**src/rtl/branch_resolve_bht.sv**
```systemverilog
// rtl/branch_resolve_bht.sv - RV32I branch resolve, mispredict detect, counter-table predictor
//
// Resolves conditional branches in EX from ALU flags (rs1-rs2), flags
// mispredicts against the prediction carried from IF, trains a table of
// saturating counters indexed by PC, and returns a registered prediction
// to IF one cycle after each request.
//
// Ports:
//   clk, rst_n                    clock, asynchronous active-low reset
//   if_req, if_pc                 prediction request from IF
//   if_pred_valid, if_pred_taken  registered prediction (1-cycle latency)
//   ex_valid, ex_branch           EX holds a live conditional branch
//   ex_funct3, ex_pc              branch type and PC
//   ex_pred_taken                 prediction that travelled with the branch
//   cf, zf, sf, vf                ALU flags, cf=1 means no borrow
//   branch_condition              branch taken (combinational)
//   mispredict                    flush request (combinational)
//   illegal_branch                funct3 010/011 (combinational)
//   cnt_clr                       synchronous clear of the event counters
//   br_count, mis_count           resolved-branch and mispredict counters
module branch_resolve_bht #(
    parameter int XLEN        = 32,
    parameter int BHT_ENTRIES = 64,
    parameter int CTR_BITS    = 2,
    parameter int CNT_W       = 32
) (
    input  logic             clk,
    input  logic             rst_n,
    input  logic             if_req,
    input  logic [XLEN-1:0]  if_pc,
    output logic             if_pred_valid,
    output logic             if_pred_taken,
    input  logic             ex_valid,
    input  logic             ex_branch,
    input  logic [2:0]       ex_funct3,
    input  logic [XLEN-1:0]  ex_pc,
    input  logic             ex_pred_taken,
    input  logic             cf,
    input  logic             zf,
    input  logic             sf,
    input  logic             vf,
    output logic             branch_condition,
    output logic             mispredict,
    output logic             illegal_branch,
    input  logic             cnt_clr,
    output logic [CNT_W-1:0] br_count,
    output logic [CNT_W-1:0] mis_count
);
    localparam int IDX_W = $clog2(BHT_ENTRIES);
    localparam logic [CTR_BITS-1:0] CTR_MAX  = '1;
    // Weakly-not-taken: just below the MSB threshold.
    localparam logic [CTR_BITS-1:0] CTR_INIT = CTR_BITS'((1 << (CTR_BITS - 1)) - 1);

    logic [CTR_BITS-1:0] bht [BHT_ENTRIES];

    logic [IDX_W-1:0]    ex_idx;
    logic [IDX_W-1:0]    if_idx;
    logic                act;
    logic                legal;
    logic                train;
    logic                cond_raw;
    logic [CTR_BITS-1:0] cur_ctr;
    logic [CTR_BITS-1:0] next_ctr;
    logic                unused_pc_bits;

    // Word-aligned PCs: bits [1:0] never contribute to the index.
    assign ex_idx = ex_pc[IDX_W+1:2];
    assign if_idx = if_pc[IDX_W+1:2];
    assign unused_pc_bits = ^{if_pc[XLEN-1:IDX_W+2], if_pc[1:0],
                              ex_pc[XLEN-1:IDX_W+2], ex_pc[1:0]};

    assign act   = ex_valid & ex_branch;
    assign legal = (ex_funct3 != 3'b010) && (ex_funct3 != 3'b011);
    assign train = act & legal;

    always_comb begin
        cond_raw = 1'b0;
        case (ex_funct3)
            3'b000:  cond_raw = zf;
            3'b001:  cond_raw = ~zf;
            3'b100:  cond_raw = sf ^ vf;
            3'b101:  cond_raw = ~(sf ^ vf);
            3'b110:  cond_raw = ~cf;
            3'b111:  cond_raw = cf;
            default: cond_raw = 1'b0;
        endcase
    end

    assign branch_condition = train & cond_raw;
    assign mispredict       = train & (branch_condition != ex_pred_taken);
    assign illegal_branch   = act & ~legal;

    // Saturating step of the counter being trained this cycle.
    assign cur_ctr = bht[ex_idx];
    always_comb begin
        next_ctr = cur_ctr;
        if (branch_condition) begin
            if (cur_ctr != CTR_MAX) next_ctr = cur_ctr + CTR_BITS'(1);
        end else begin
            if (cur_ctr != '0) next_ctr = cur_ctr - CTR_BITS'(1);
        end
    end

    always_ff @(posedge clk or negedge rst_n) begin
        if (!rst_n) begin
            for (int i = 0; i < BHT_ENTRIES; i++) bht[i] <= CTR_INIT;
            if_pred_valid <= 1'b0;
            if_pred_taken <= 1'b0;
            br_count      <= '0;
            mis_count     <= '0;
        end else begin
            if (train) bht[ex_idx] <= next_ctr;

            if (if_req) begin
                if_pred_valid <= 1'b1;
                // Bypass so a same-edge update is visible to the prediction.
                if (train && (ex_idx == if_idx))
                    if_pred_taken <= next_ctr[CTR_BITS-1];
                else
                    if_pred_taken <= bht[if_idx][CTR_BITS-1];
            end else begin
                if_pred_valid <= 1'b0;
            end

            if (cnt_clr) begin
                br_count  <= '0;
                mis_count <= '0;
            end else begin
                if (train)      br_count  <= br_count + CNT_W'(1);
                if (mispredict) mis_count <= mis_count + CNT_W'(1);
            end
        end
    end
endmodule
```
**config.mk**
```make
export PLATFORM = sky130hd
export DESIGN_NAME = branch_resolve_bht
export DESIGN_NICKNAME = d
export VERILOG_FILES = /design/src/rtl/branch_resolve_bht.sv
export SDC_FILE = /design/constraint.sdc
export NUM_CORES = 1
export LEC_CHECK = 0
export BUFFER_PORTS_ARGS = -buffer_cell sky130_fd_sc_hd__buf_4
export CORE_ASPECT_RATIO = 1.25
export CORE_MARGIN = 1.5
export CORE_UTILIZATION = 45
export CTS_CLUSTER_SIZE = 8
export DETAILED_ROUTE_END_ITERATION = 8
export PLACE_DENSITY = 0.68
export SLEW_MARGIN = 20
export SYNTH_ARGS = -nofsm -noshare
export SYNTH_HDL_FRONTEND = slang
export SYNTH_SLANG_ARGS = --single-unit
```
**constraint.sdc**
```tcl
create_clock -name clk -period 2.8 [get_ports clk]
set_input_delay 0.14 -clock clk [delete_from_list [all_inputs] [get_ports clk]]
set_output_delay 0.14 -clock clk [all_outputs]
set_load 0.01 [all_outputs]
```
# Word-level counts from Yosys, hierarchy flattened
# Index checks and enable logic that the tools add are counted.
[classes]
addsub = 4
n_lt_le_gt_ge = 3
eq_ne = 10
mux = 19
bitwise_logic = 12
reduce_logical = 7
[op_table]
columns = ["cell", "count"]
rows = [
  ["bitwise mux 128 bit", 1],
  ["two-way mux 32 bit", 4],
  ["adder 32 x 1 -> 32 bit (second input constant)", 2],
  ["binary-select mux 2 bit (select 6 bit)", 2],
  ["two-way mux 2 bit", 8],
  ["greater-or-equal comparator 7 bit (second input constant)", 2],
  ["inverter 6 -> 7 bit", 2],
  ["demux 2 bit (select 6 bit)", 1],
  ["== test 3 bit (second input constant)", 4],
  ["< comparator 7 x 1 -> 1 bit (second input constant)", 1],
  ["== test 6 bit", 1],
  ["!= test 3 x 2 -> 1 bit (second input constant)", 2],
  ["case mux 1 bit (6 select lines)", 1],
  ["nonzero test 2 bit", 3],
  ["bitwise AND 1 bit", 5],
  ["inverter 1 bit", 4],
  ["== test 3 x 1 -> 1 bit (second input constant)", 1],
  ["logical AND 1 bit", 3],
  ["zero test 3 bit", 1],
  ["adder 2 x 1 -> 2 bit (second input constant)", 1],
  ["two-way mux 1 bit", 2],
  ["!= test 2 bit (second input constant)", 1],
  ["subtractor 2 x 1 -> 2 bit (second input constant)", 1],
  ["!= test 1 bit", 1],
  ["bitwise XOR 1 bit", 1],
]
[totals]
ff_bits = 194
output_inout_bits = 69
wordCells = 123

# Depth between registers and ports, before layout
[depth]
ltp_word = 8
ltp_mapped = 12
mapped_depth_nobuf = 8

# Worst setup path after synthesis
# Ideal clock, no wire load.
[synth_path]
kind = "input-to-reg"
startpoint = "in if_pc[2]"
endpoint = "reg if_pred_taken"
setup_time_ps = 120
arrival_time_ps = 2902
required_time_ps = 2680
setup_slack_ps = -222
cell_stages = 8
path_cell_list = "clkbuf_1 buf_1 mux4_2 mux4_2 mux4_2 nand2b_1 a21oi_1 a31o_2"
[synth_via]
elab_chain_len = 5
[synth_lines]
columns = ["item", "line", "rtl"]
rows = [
  ["start, declared", "30", "input logic [XLEN-1:0] if_pc,"],
  ["inverter 6 -> 7 bit (implied by the code)", "120", "if_pred_taken <= bht[if_idx][CTR_BITS-1];"],
  ["binary-select mux 2 bit (select 6 bit)", "120", ""],
  ["two-way mux 2 bit (implied by the code) (2 in series)", "120", ""],
  ["two-way mux 1 bit (*)", "117", "if (train && (ex_idx == if_idx))"],
  ["end signal, assigned", "118", "if_pred_taken <= next_ctr[CTR_BITS-1];"],
  ["end signal, assigned", "120", ""],
  ["end, declared", "32", "output logic if_pred_taken,"],
]
# Mark *: on every way between the ends. The rest lies on a longest branch, timed or not. The select of a mux whose other input is x is not followed.
# A chain may end at the register's enable or synchronous reset.

# Worst setup path in the final report
[layout_path]
startpoint = "reg bht[123] in the netlist's numbering"
endpoint = "reg bht[110] in the netlist's numbering"
[layout_via]
elab_chain_len = 7
[layout_lines]
columns = ["item", "line", "rtl"]
rows = [
  ["start, declared", "54", "logic [CTR_BITS-1:0] bht [BHT_ENTRIES];"],
  ["start signal, assigned by index", "112", "if (train) bht[ex_idx] <= next_ctr;"],
  ["binary-select mux 2 bit (select 6 bit) (*)", "94", "assign cur_ctr = bht[ex_idx];"],
  ["two-way mux 2 bit (implied by the code) (*) (2 in series)", "94", ""],
  ["!= test 2 bit or nonzero test 2 bit (tied branches)", "98, 100", ""],
  ["two-way mux 2 bit (on tied branches)", "98, 100", ""],
  ["two-way mux 2 bit (*)", "97", "if (branch_condition) begin"],
  ["bitwise mux 128 bit (*)", "112", ""],
]
# Marks and branches as above.

==> run summary <==
Peak VDD IR: 0.423 mV
IO Port Bufs: 94
Worst Hold Depth: 4
Crit Path Max Fanout: 5
R2r setup slk: -0.13 ns
DRC errors left: 5
Unique masters post-synth: 59
Post-CTS setup buffer count: 0
Pin count of the biggest net entering global routing: 76
Rows: 62
Met2 Routed Length: 13700 um
Critical Path Sink Type: flop
Mux share of post-synthesis cell area: 24.2%
Layout cells sized above 1: 42.3%
Violations in the final reports: design-rule violations, negative setup slack
Clock buffer count from CTS: 17
RR Startpoint: bht[123]$_DFFE_PN0P_
Sum Neg Setup Slack: -12.51 ns
Total grt overflow: 0
First-pass GRT wire length: 42600 um
Synth Area in Compound Gates: 6.28%
Status: complete, but fails checks
Area growth, synth to finish: 20.4%
Non-Filler Instances: 1331
Initial antenna violation count: 0
Final ANT Viol Nets: 0
Clk root buf: clkbuf_16
Top sig layer: met4
Tot GR Track Use: 22.4%
Filler instances: 1919
Sequential-to-total area share from yosys stat: 47.3%
Final hold violation count: 0
Seq cells post-synth: 194
Vias in the first global route: 7771
Multi-input logic area: 0.00525 mm^2
Clk sink count: 194
Syn Area/Cell: 11.5 um^2
Post-synth top flop: dfrtp_1
Synth top area share: 31.2%
Met3 Routed Length: 1290 um
Number of synthesized flops with an enable pin: 0
M1 WL: 11300 um
Async SR Flop Fraction: 100%
Static leakage: 0.00557 uW
Post-synth top cells: mux2_2 (147), dfrtp_1 (130), nor2_1 (93), nand2_1 (76), dfstp_2 (64)
Worst Skew: 0.00812 ns
Dpl hpwl: 18500 um
Cells after DPL: 1290
Diode count: 0
Util after Layout: 54.9%
Worst slack at placement: -0.143 ns
Slew headroom: 40.6%
TritonRoute pass-1 iters: 7
Yosys warns: 0
Fin worst setup slack: -0.127 ns
Power Total: 6180 uW
RePlAce Congestion: 0.876
Post-synthesis simple-gate area fraction: 14.2%
RR Endpoint: bht[110]$_DFFE_PN1P_
IO Pins: 147
Synth Area in XOR/XNOR: 4.60%
CTS H-Tree Depth: 4
Tightest Pin Transition: 0.884 ns
Pwr Density: 492 mW/mm^2
Achievable frequency: 342 MHz
DRT iter0 DRCs: 616
Hold WC Path Type: in -> reg
Wire length per cell: 20.5 um
Storage cell area: 0.00493 mm^2
Crit path DAT: 3.28 ns
Adder-cell area share of the yosys netlist: 0.456%
Clock latency on the worst-skew pair: 0.43 ns
Startpoint types: flop
CORE AREA: 0.0229 mm^2
Critical path type: reg -> reg
Vias: 7923
Most frequent cell after synthesis: mux2_2
Overall die height: 173 um
Reg2reg path depth: 8
Max Slew Vio Count: 0
CTS clock-pin slew for the worst setup and hold paths: 0.07 ns
Post-route minimum period: 2.93 ns
Worst Path Required: 3.16 ns
RSZ-0062 raised after global routing: true
Total Wirelength: 27200 um
Max-cap violations: 0
Initial core utilization: 45.6%
Yosys top cell by area: dfrtp_1
Hold Path Sink: br_count[3]$_DFFE_PN0P_
CTS tree: yes
Die Wd: 139 um
# nets final: 1110
DR vias/cell: 5.95
Synthesized area: 0.0104 mm^2
Hold path start: ex_branch
Main combinational cell family by area after synthesis: multiplexers
Largest cells by area after synthesis: dfrtp_1 (31%), dfstp_2 (16%), mux2_2 (16%), mux4_2 (6.7%), nor2_1 (3.3%)
Syn_nets: 988
Max clock buf depth: 2
Cells after synthesis: 908
Final setup viols: 129
Final Cycle Share: 105%
Die ar.: 0.0241 mm^2
==> routing by layer <==
metal	vias up	GRT usage (%)
met5	-	0
met4	0	9.62
met3	74	3.32
met2	259	38.0
met1	4048	28.4
li1	3542	-
==> worst max-delay path by stage <==
stage               cells after the start            startpoint                   endpoint
floorplan                               8              if_pc[2]  if_pred_taken$_DFFE_PN0P_
global placement                        9              ex_pc[4]       bht[123]$_DFFE_PN0P_
detailed placement                      9              ex_pc[4]        bht[93]$_DFFE_PN0P_
CTS                                     8  bht[109]$_DFFE_PN0P_        bht[93]$_DFFE_PN0P_
global route                            8  bht[123]$_DFFE_PN0P_        bht[14]$_DFFE_PN1P_
finish                                  8  bht[123]$_DFFE_PN0P_       bht[110]$_DFFE_PN1P_
==> layout by cell type, fill, tap and decap left out, drive strengths merged, types with 15 or more instances in the layout <==
cell type / Yosys / routed
a21oi: 21 / 21
and3: 21 / 21
buf: 29 / 151
clkbuf: 26 / 27
dfrtp: 130 / 130
dfstp: 64 / 64
mux2: 149 / 149
mux4: 31 / 31
nand2: 76 / 76
nand3: 24 / 24
nand4: 18 / 18
nor2: 93 / 93
nor3: 15 / 15
o21ai: 16 / 16
xnor2: 15 / 15
xor2: 37 / 37
==> timing repair <==
item	in CTS	in global routing
hold buffers	2	0
cloned	0	7
endpoints found under the setup margin	129	129
gates resized for setup	8	11
pin swaps	0	6
endpoints found under the hold margin	68	0
==> registers in the layout, indices dropped and copies added, names as in the netlist <==
name and flops:
bht 128, br_count 32, mis_count 32, if_pred_taken 1
if_pred_valid 1
==> critical path, stage by stage (launching register included) <==
cell and delay, ns:
dfrtp_1 0.39, mux2_4 0.27, a221o_1 0.36, a221oi_2 0.31, a2111oi_2 0.07, or4_4 0.56, maj3_4 0.44, clkbuf_16 0.19
mux2_2 0.26
==> power by group <==
| part | internal, uW | switching (uW) |
|---|---|---|
| clock | 1410 | 1080 |
| combinational | 316 | 403 |
| sequential | 2920 | 47.8 |
==> final cells by class <==
cell class                 instances  share of cell area (%)
tap                              288                    2.87
inverter                           9                   0.269
clock inverter                     9                   0.717
timing repair buffer             157                    10.9
sequential                       194                    39.3
multi-input combinational        651                    41.8
clock buffer                      23                    4.14
==> through the flow <==
stage          area, um^2  hold WS (ns)
6_report            12600         0.222
5_1_grt             12600         0.266
4_1_cts             12400         0.209
3_5_place_dp        11700         0.206
3_3_place_gp        11700         0.213
2_1_floorplan       10400        -0.156
==> kinds of logic (layout without fill, tap and decap cells) <==
group / Yosys count / after routing
adder cells (fa/ha/maj): 4 / 5
XOR/XNOR: 53 / 53
AO/OA/AOI/OAI: 93 / 93
buffers and inverters: 64 / 198
AND/OR/NAND/NOR: 306 / 306
multiplexers: 194 / 194
flip-flops: 194 / 194
(Power assumes the default switching activity.)
